**config.mk**
```make
export PLATFORM = sky130hd
export DESIGN_NAME = hazard_scoreboard_flat
export DESIGN_NICKNAME = d
export VERILOG_FILES = /design/src/rtl/hazard_scoreboard_if.sv /design/src/rtl/hazard_scoreboard.sv /design/src/flat_wrapper.sv
export SDC_FILE = /design/constraint.sdc
export NUM_CORES = 1
export LEC_CHECK = 0
export CAP_MARGIN = 20
export CORE_MARGIN = 5
export CORE_UTILIZATION = 40
export DETAILED_ROUTE_END_ITERATION = 12
export HOLD_SLACK_MARGIN = 0.1
export PLACE_DENSITY = 0.77
export SLEW_MARGIN = 25
export SYNTH_ARGS = -nofsm -noshare
export SYNTH_HDL_FRONTEND = slang
export SYNTH_SLANG_ARGS = --single-unit
```
**constraint.sdc**
```tcl
create_clock -name clock -period 2.2 [get_ports clock]
set_clock_uncertainty 0.15 [all_clocks]
set_input_delay 0.22 -clock clock [delete_from_list [all_inputs] [get_ports clock]]
set_output_delay 0.22 -clock clock [all_outputs]
set_load 0.01 [all_outputs]
```
**src/rtl/hazard_scoreboard_if.sv**
```systemverilog
// rtl/hazard_scoreboard_if.sv - decode/pipeline side bundle for the hazard scoreboard
interface hazard_scoreboard_if #(
  parameter int NSRC   = 2,
  parameter int NSTAGE = 3,
  parameter int CNT_W  = 32
);
  localparam int SW = $clog2(NSTAGE + 2);

  logic [NSRC*5-1:0]   src_addr;
  logic [NSRC-1:0]     src_use;
  logic [NSRC-1:0]     src_mfhi;
  logic [NSRC-1:0]     src_mflo;
  logic                id_mthilo;
  logic [NSTAGE-1:0]   stg_regwrite;
  logic [NSTAGE*5-1:0] stg_waddr;
  logic [NSTAGE-1:0]   stg_ready;
  logic [NSTAGE-1:0]   stg_mthi;
  logic [NSTAGE-1:0]   stg_mtlo;
  logic                md_start;
  logic                md_flush;
  logic [NSRC*SW-1:0]  fwd_sel;
  logic                stall;
  logic                md_busy;
  logic                md_done;
  logic [CNT_W-1:0]    stall_cnt;

  modport master (
    output src_addr, src_use, src_mfhi, src_mflo, id_mthilo,
    output stg_regwrite, stg_waddr, stg_ready, stg_mthi, stg_mtlo,
    output md_start, md_flush,
    input  fwd_sel, stall, md_busy, md_done, stall_cnt
  );

  modport slave (
    input  src_addr, src_use, src_mfhi, src_mflo, id_mthilo,
    input  stg_regwrite, stg_waddr, stg_ready, stg_mthi, stg_mtlo,
    input  md_start, md_flush,
    output fwd_sel, stall, md_busy, md_done, stall_cnt
  );
endinterface

```
**src/rtl/hazard_scoreboard.sv**
```systemverilog
// rtl/hazard_scoreboard.sv - operand forwarding select, load-use and mul/div interlock
module hazard_scoreboard #(
  parameter int NSRC   = 2,
  parameter int NSTAGE = 3,
  parameter int MD_LAT = 32,
  parameter int CNT_W  = 32
) (
  input  logic               clock,
  input  logic               reset,
  hazard_scoreboard_if.slave hz
);
  localparam int SW  = $clog2(NSTAGE + 2);
  localparam int MDW = $clog2(MD_LAT + 1);

  logic [MDW-1:0]     md_cnt_q, md_cnt_d;
  logic [CNT_W-1:0]   stall_cnt_q, stall_cnt_d;
  logic               md_busy, md_done;
  logic [NSRC*SW-1:0] fwd_sel;
  logic               load_stall, hilo_read, md_stall, stall;
  logic [SW-1:0]      sel;
  logic               hit, rdy, reads_hilo;

  assign md_busy = (md_cnt_q != '0);
  assign md_done = (md_cnt_q == MDW'(1));

  // Per source: scan oldest to youngest so the youngest matching stage overrides
  always_comb begin
    fwd_sel    = '0;
    load_stall = 1'b0;
    hilo_read  = 1'b0;
    sel        = '0;
    hit        = 1'b0;
    rdy        = 1'b1;
    reads_hilo = 1'b0;
    for (int i = 0; i < NSRC; i++) begin
      sel        = '0;
      hit        = 1'b0;
      rdy        = 1'b1;
      reads_hilo = hz.src_use[i] & (hz.src_mfhi[i] | hz.src_mflo[i]);
      for (int k = NSTAGE - 1; k >= 0; k--) begin
        if ((hz.src_use[i] & ~hz.src_mfhi[i] & ~hz.src_mflo[i] & hz.stg_regwrite[k]
             & (hz.stg_waddr[k*5 +: 5] == hz.src_addr[i*5 +: 5])
             & (hz.src_addr[i*5 +: 5] != 5'd0))
            | (hz.src_use[i] & hz.src_mfhi[i] & hz.stg_mthi[k])
            | (hz.src_use[i] & hz.src_mflo[i] & hz.stg_mtlo[k])) begin
          sel = SW'(k + 1);
          hit = 1'b1;
          rdy = hz.stg_ready[k];
        end
      end
      // A pipeline copy of HI/LO is newer than the mul/div result, so it only wins with no stage hit
      if (!hit && reads_hilo && md_done) begin
        sel = SW'(NSTAGE + 1);
      end
      // Only the selected (youngest) copy matters; an older ready copy is stale
      if (hit && !rdy) begin
        load_stall = 1'b1;
      end
      if (reads_hilo) begin
        hilo_read = 1'b1;
      end
      fwd_sel[i*SW +: SW] = sel;
    end
  end

  assign md_stall = md_busy & ~md_done & (hilo_read | hz.id_mthilo | hz.md_start);
  assign stall    = load_stall | md_stall;

  // Mul/div latency counter and saturating stall counter next state
  always_comb begin
    md_cnt_d    = md_cnt_q;
    stall_cnt_d = stall_cnt_q;
    if (hz.md_flush) begin
      md_cnt_d = '0;
    end else if (hz.md_start && !stall) begin
      md_cnt_d = MDW'(MD_LAT);
    end else if (md_cnt_q != '0) begin
      md_cnt_d = md_cnt_q - MDW'(1);
    end
    if (stall && (stall_cnt_q != {CNT_W{1'b1}})) begin
      stall_cnt_d = stall_cnt_q + CNT_W'(1);
    end
  end

  // State registers, cleared immediately on reset
  always_ff @(posedge clock or posedge reset) begin
    if (reset) begin
      md_cnt_q    <= '0;
      stall_cnt_q <= '0;
    end else begin
      md_cnt_q    <= md_cnt_d;
      stall_cnt_q <= stall_cnt_d;
    end
  end

  assign hz.fwd_sel   = fwd_sel;
  assign hz.stall     = stall;
  assign hz.md_busy   = md_busy;
  assign hz.md_done   = md_done;
  assign hz.stall_cnt = stall_cnt_q;
endmodule

```
**src/flat_wrapper.sv**
```systemverilog
// flat-port wrapper written by rule: the top's interface ports become plain ports
module hazard_scoreboard_flat 
#(
  parameter int NSRC   = 2,
  parameter int NSTAGE = 3,
  parameter int MD_LAT = 32,
  parameter int CNT_W  = 32
)
  (clock, reset, hz_src_addr, hz_src_use, hz_src_mfhi, hz_src_mflo, hz_id_mthilo, hz_stg_regwrite, hz_stg_waddr, hz_stg_ready, hz_stg_mthi, hz_stg_mtlo, hz_md_start, hz_md_flush, hz_fwd_sel, hz_stall, hz_md_busy, hz_md_done, hz_stall_cnt);
  hazard_scoreboard_if #(.NSRC(NSRC), .NSTAGE(NSTAGE), .CNT_W(CNT_W)) hz_i ();
  input  logic clock;
  input  logic reset;
  input wire logic [$bits(hz_i.src_addr)-1:0] hz_src_addr;
  input wire logic [$bits(hz_i.src_use)-1:0] hz_src_use;
  input wire logic [$bits(hz_i.src_mfhi)-1:0] hz_src_mfhi;
  input wire logic [$bits(hz_i.src_mflo)-1:0] hz_src_mflo;
  input wire logic [$bits(hz_i.id_mthilo)-1:0] hz_id_mthilo;
  input wire logic [$bits(hz_i.stg_regwrite)-1:0] hz_stg_regwrite;
  input wire logic [$bits(hz_i.stg_waddr)-1:0] hz_stg_waddr;
  input wire logic [$bits(hz_i.stg_ready)-1:0] hz_stg_ready;
  input wire logic [$bits(hz_i.stg_mthi)-1:0] hz_stg_mthi;
  input wire logic [$bits(hz_i.stg_mtlo)-1:0] hz_stg_mtlo;
  input wire logic [$bits(hz_i.md_start)-1:0] hz_md_start;
  input wire logic [$bits(hz_i.md_flush)-1:0] hz_md_flush;
  output wire logic [$bits(hz_i.fwd_sel)-1:0] hz_fwd_sel;
  output wire logic [$bits(hz_i.stall)-1:0] hz_stall;
  output wire logic [$bits(hz_i.md_busy)-1:0] hz_md_busy;
  output wire logic [$bits(hz_i.md_done)-1:0] hz_md_done;
  output wire logic [$bits(hz_i.stall_cnt)-1:0] hz_stall_cnt;
  assign hz_i.src_addr = hz_src_addr;
  assign hz_i.src_use = hz_src_use;
  assign hz_i.src_mfhi = hz_src_mfhi;
  assign hz_i.src_mflo = hz_src_mflo;
  assign hz_i.id_mthilo = hz_id_mthilo;
  assign hz_i.stg_regwrite = hz_stg_regwrite;
  assign hz_i.stg_waddr = hz_stg_waddr;
  assign hz_i.stg_ready = hz_stg_ready;
  assign hz_i.stg_mthi = hz_stg_mthi;
  assign hz_i.stg_mtlo = hz_stg_mtlo;
  assign hz_i.md_start = hz_md_start;
  assign hz_i.md_flush = hz_md_flush;
  assign hz_fwd_sel = hz_i.fwd_sel;
  assign hz_stall = hz_i.stall;
  assign hz_md_busy = hz_i.md_busy;
  assign hz_md_done = hz_i.md_done;
  assign hz_stall_cnt = hz_i.stall_cnt;
  hazard_scoreboard #(.NSRC(NSRC), .NSTAGE(NSTAGE), .MD_LAT(MD_LAT), .CNT_W(CNT_W)) u_core (.clock(clock), .reset(reset), .hz(hz_i));
endmodule
```
Word level (Yosys, flattened, before mapping). Index checks and enable logic that the tools add are counted.

Equality and inequality tests: 8. Reduce and logical (&&, ||, !) cells: 17. Shifts and indexed selects: 0. Magnitude comparators: 0. Divide/modulo/power cells: 0. Mux-type cells: 27. Add/subtract/negate cells: 2. Bitwise logic cells: 64. Multipliers: 0.

Operators by type and width (number): $and A1 B1 Y1 (42); $add A32 B1 Y32 const B (1); $ne A32 B32 Y1 const B (1); $eq A5 B5 Y1 (6); $mux W6 (3); $or A1 B1 Y1 (17); $mux W1 (16); $mux W2 (6); $reduce_bool A5 Y1 (2); $logic_and A1 B1 Y1 (8); $eq A6 B1 Y1 const B (1); $mux W3 (2); $reduce_bool A6 Y1 (1); $sub A6 B1 Y6 const B (1); $logic_not A1 Y1 (5); $not A1 Y1 (5); $reduce_bool A3 Y1 (1).

Bits in latches: 0. Logic and storage cells: 120. Output and inout port bits: 41. Input bits: 48. Bits in writable memories: 0. Memory bits (read-only): 0. Flip-flop bits (word level): 38. Memories kept: 0.

Depth between registers and ports, before layout.
Word-level depth: 20. Mapped depth: 10. Mapped depth without buffers: 9.

Worst setup path after synthesis. OpenSTA, ideal clock, no wires.

Path type: register to register. From: register u_core.md_cnt_q[2]. To: register u_core.stall_cnt_q[1], in the netlist u_core.hz.stall_cnt[1]. Slack: -0.259 ns. Path buffers: 1. Library setup time: 0.125 ns. Data required time: 1.925 ns. Stages on the path, launching flop included: 9. Data arrival time: 2.184 ns. Cell sequence: dfrtp_1 > nor4_1 > nand2_1 > a22oi_1 > a22oi_1 > a22oi_2 > nand2_1 > buf_4 > mux2_4.

Elaborated cells between the ends (all ways): 7. Those cells by class: eq/ne (1); bitwise (4); reduce/logical (2).

RTL lines: start, declared (line hazard_scoreboard.sv:15) `logic [MDW-1:0] md_cnt_q, md_cnt_d;`; start signal, assigned (line hazard_scoreboard.sv:91) `md_cnt_q <= md_cnt_d;`; $reduce_bool A6 Y1 (line hazard_scoreboard.sv:23) `assign md_busy = (md_cnt_q != '0);`; via hz_md_busy (line flat_wrapper.sv:27) `output wire logic [$bits(hz_i.md_busy)-1:0] hz_md_busy;`; $and A1 B1 Y1 (2 in series) (line hazard_scoreboard.sv:66) `assign md_stall = md_busy & ~md_done & (hilo_read | hz.id_mthilo | hz.md_start);`; $or A1 B1 Y1 (line hazard_scoreboard.sv:67) `assign stall = load_stall | md_stall;`; $logic_and A1 B1 Y1 (line hazard_scoreboard.sv:80) `if (stall && (stall_cnt_q != {CNT_W{1'b1}})) begin`; end signal, assigned (line hazard_scoreboard.sv:92) `stall_cnt_q <= stall_cnt_d;`; end, declared (line hazard_scoreboard.sv:16) `logic [CNT_W-1:0] stall_cnt_q, stall_cnt_d;`.

The timed path passes the listed nets, and every way through them passes these cells. A chain may end at the register's enable or synchronous reset.

Worst setup path after layout.
From: register u_core.stall_cnt_q[5], in the netlist u_core.hz.stall_cnt[5]. To: register u_core.stall_cnt_q[25], in the netlist u_core.hz.stall_cnt[25].

Longest elaborated chain between the ends: 2. Elaborated cells between the ends (all ways): 3. Those cells by class: add/sub (1); eq/ne (1); reduce/logical (1).

RTL lines: parallel branches: the longest is 2 deep, another holds $add A32 B1 Y32.

Several ways; the timed one is not identified.

==> results.sh <==
export IMPL_row_count=29
export IMPL_setup_ws_ns=-0.346
export IMPL_holdCritPathClass="input port to asynchronous set/reset pin"
export IMPL_ant_nets=0
export IMPL_syn_inst=270
export IMPL_crit_reg2reg_launch="u_core.hz.stall_cnt[5]"
export IMPL_antenna_found_initial=0
export IMPL_cts_tree="built"
export IMPL_clk_pin_slew_ns=0.08
export IMPL_die_h_um=89.9
export IMPL_r2r_setup_slack_ns=-0.35
export IMPL_rsz0062_at_grt="yes"
export IMPL_crit_arrival_ns=2.59
export IMPL_synth_common_cells="xnor2_1, dfrtp_1, nand2_1, nand3_1, nand4_1"
export IMPL_cts_buffers=5
export IMPL_ff2ff_path_depth=11
export IMPL_cts_sinks=38
export IMPL_powerDensity_nw_per_um2=779
export IMPL_finalSetupViolCount=43
export IMPL_period_share=1.16
export IMPL_yosysWarnings=0
export IMPL_cp_common_cell="buf_4"
export IMPL_routed_via_count=2927
export IMPL_slowest_stage="nor4_4"
export IMPL_wl_per_cell_um=19.5
export IMPL_final_cells=545
export IMPL_stdcell_area_um2=5020
export IMPL_crit_path_end_kind="flip-flop"
export IMPL_dp_hpwl_mm=6.64
export IMPL_cp_cell_sequence="nand4_1, nor4_4, buf_4, nand4_1, buf_4, a22oi_2, buf_4, a21oi_4, buf_6, and4_4, xor2_1"
export IMPL_ys_flop_type="dfrtp_1"
export IMPL_violations="negative setup slack"
export IMPL_reg2reg_to="u_core.hz.stall_cnt[25]"
export IMPL_path_class="flip-flop to flip-flop"
export IMPL_area_growth_pct=96.6
export IMPL_tightest_slew_ns=0.483
export IMPL_max_freq_mhz=393
export IMPL_start_kind="flip-flop"
export IMPL_utilization=0.800
export IMPL_synth_edf_count=0
export IMPL_final_nets=518
export IMPL_status="complete, but fails checks"
export IMPL_firstDrtPassIters=4
export IMPL_dp_cells=525
export IMPL_synth_seq_cells=38
export IMPL_max_cap_viol_count=0
export IMPL_multi_input_area_um2=2150
export IMPL_seqCellArea_um2=951
export IMPL_cpPeakStageDelay_ns=0.38
export IMPL_grt_start_max_net_pins=39
export IMPL_crit_path_max_fanout=3
export IMPL_synth_most_common_cell="xnor2_1"
export IMPL_initial_core_util=0.407
export IMPL_gr_usage_all_layers=0.257
export IMPL_grt_overflow=0
export IMPL_max_slew_margin=0.678
export IMPL_num_antenna_cells=0
export IMPL_synthesis_area_um2=2550
export IMPL_ir_drop_v=0.000579
export IMPL_synth_top_area_frac=0.372
export IMPL_fillCellCount=415
export IMPL_fin_crit_ns=2.55
export IMPL_avgSynthCellArea_um2=9.46
export IMPL_cts_path_max_buffers=2
export IMPL_dieWidth_um=89.9
export IMPL_hold_slack_ns=0.187
export IMPL_synth_cell_type_count=43
export IMPL_syn_nets=321
export IMPL_drc_errors=0
export IMPL_fin_total_pwr_w=0.00391
export IMPL_drive_gt1_frac=0.462
export IMPL_place_gp_congestion=0.883
export IMPL_async_flop_share=1.00
export IMPL_p_leak_nw=2.35
export IMPL_htreeDepth=2
export IMPL_hold_violations=0
export IMPL_port_buffer_count=88
export IMPL_cts_root_buf="clkbuf_8"
export IMPL_placed_area_um2=4260
export IMPL_drt_total_wl_mm=10.6
export IMPL_io_pins=89
export IMPL_grt_pass1_vias=3355
export IMPL_yosysTopAreaCell="dfrtp_1"
export IMPL_die_area_um2=8080
export IMPL_grt_pass1_wl_mm=16.9
export IMPL_ys_seq_area_frac=0.372
export IMPL_routed_via_density=5.37
export IMPL_crit_required_ns=2.24
export IMPL_core_area_um2=6280
export IMPL_slew_violations=0
export IMPL_synthTopCellsByArea="dfrtp_1, xnor2_1, xor2_1"
export IMPL_first_iter_violations=72
export IMPL_clk_latency_ns=0.30
power breakdown:
part	switching, W	internal, W	leakage (nW)
Sequential	0.0000876	0.000810	0.509
Combinational	0.00122	0.00128	1.80
Clock	0.000260	0.000253	0.0482
Total	0.00157	0.00234	2.35
logic make-up after synthesis:
family | share of synthesized area
AOI/OAI and AO/OA | 0.110
DFF | 0.372
muxes | 0.00588
and+or+nand+nor | 0.258
buffers and inverters | 0.0225
adders and majority gates | 0.0147
xor gates and xnor gates | 0.216
worst max path at each step:
stage                                    endpoint  slack [ns]                    from
after floorplan            u_core.hz.stall_cnt[1]       -0.17          hz_src_addr[1]
after global placement                   hz_stall       -1.09          hz_src_addr[1]
after detailed placement                 hz_stall       -1.15          hz_src_addr[1]
after CTS                                hz_stall       -0.41          hz_src_addr[4]
after global routing                     hz_stall       -0.47          hz_src_addr[4]
final                     u_core.hz.stall_cnt[25]       -0.35  u_core.hz.stall_cnt[5]
metrics by stage:
step           TNS (ns)  setup slack (ns)
2_1_floorplan     -4.18            -0.168
3_3_place_gp     -34.04             -1.09
3_5_place_dp     -35.90             -1.15
4_1_cts          -10.15            -0.409
5_1_grt          -14.43            -0.471
6_report          -9.74            -0.346
critical path, delay by kind of cell, from the launching register on:
kind | cells | cell delay (ns)
XOR/XNOR | 1 | 0.13
buffers and inverters | 4 | 0.64
AND/OR/NAND/NOR | 4 | 0.85
flip-flops | 1 | 0.36
AO/OA/AOI/OAI | 2 | 0.31
routing by layer:
layer | GRT usage | vias to the layer above | wire (µm)
li1 | - | 1371 | -
met3 | 0.0651 | 24 | 646
met5 | 0 | - | 0
met1 | 0.296 | 1420 | 4160
met2 | 0.448 | 112 | 5550
met4 | 0.109 | 0 | 277
area by class of cell:
type,instances,share of cell area
multi-input combinational,218,0.429
clock buffer,7,0.0172
sequential,38,0.189
timing repair buffer,196,0.338
tap,77,0.0192
inverter,8,0.00598
clock inverter,1,0.000997
cell usage in the layout (no fill, tap or decap), types with 4 or more instances in the layout:
cell             instances
nand4_1                 17
nand2_1                 17
clkbuf_8                 6
nand2_4                  4
nor2_4                   4
buf_4                   97
buf_2                   11
buf_6                   10
xnor2_2                 16
clkdlybuf4s50_1         47
nand3_4                 12
dfrtp_1                 38
inv_1                    7
xnor2_1                 34
a22o_1                   5
and3_1                   9
nand3_2                  5
and2_1                   4
dlygate4sd2_1           21
nor2_1                   5
nor2_2                   5
xor2_1                  12
state kept, by name, summed over array words and instances (netlist names):
name                 cells
u_core.hz.stall_cnt     32
u_core.md_cnt_q          6
timing repair:
item | 4_1_cts | 5_1_grt
gates cloned | 3 | 0
gates resized for setup | 159 | 53
hold buffers | 0 | 0
buffers inserted | 13 | 4
pin swaps | 62 | 45
endpoints found under the setup margin | 47 | 45
(Power assumes the default switching activity.)
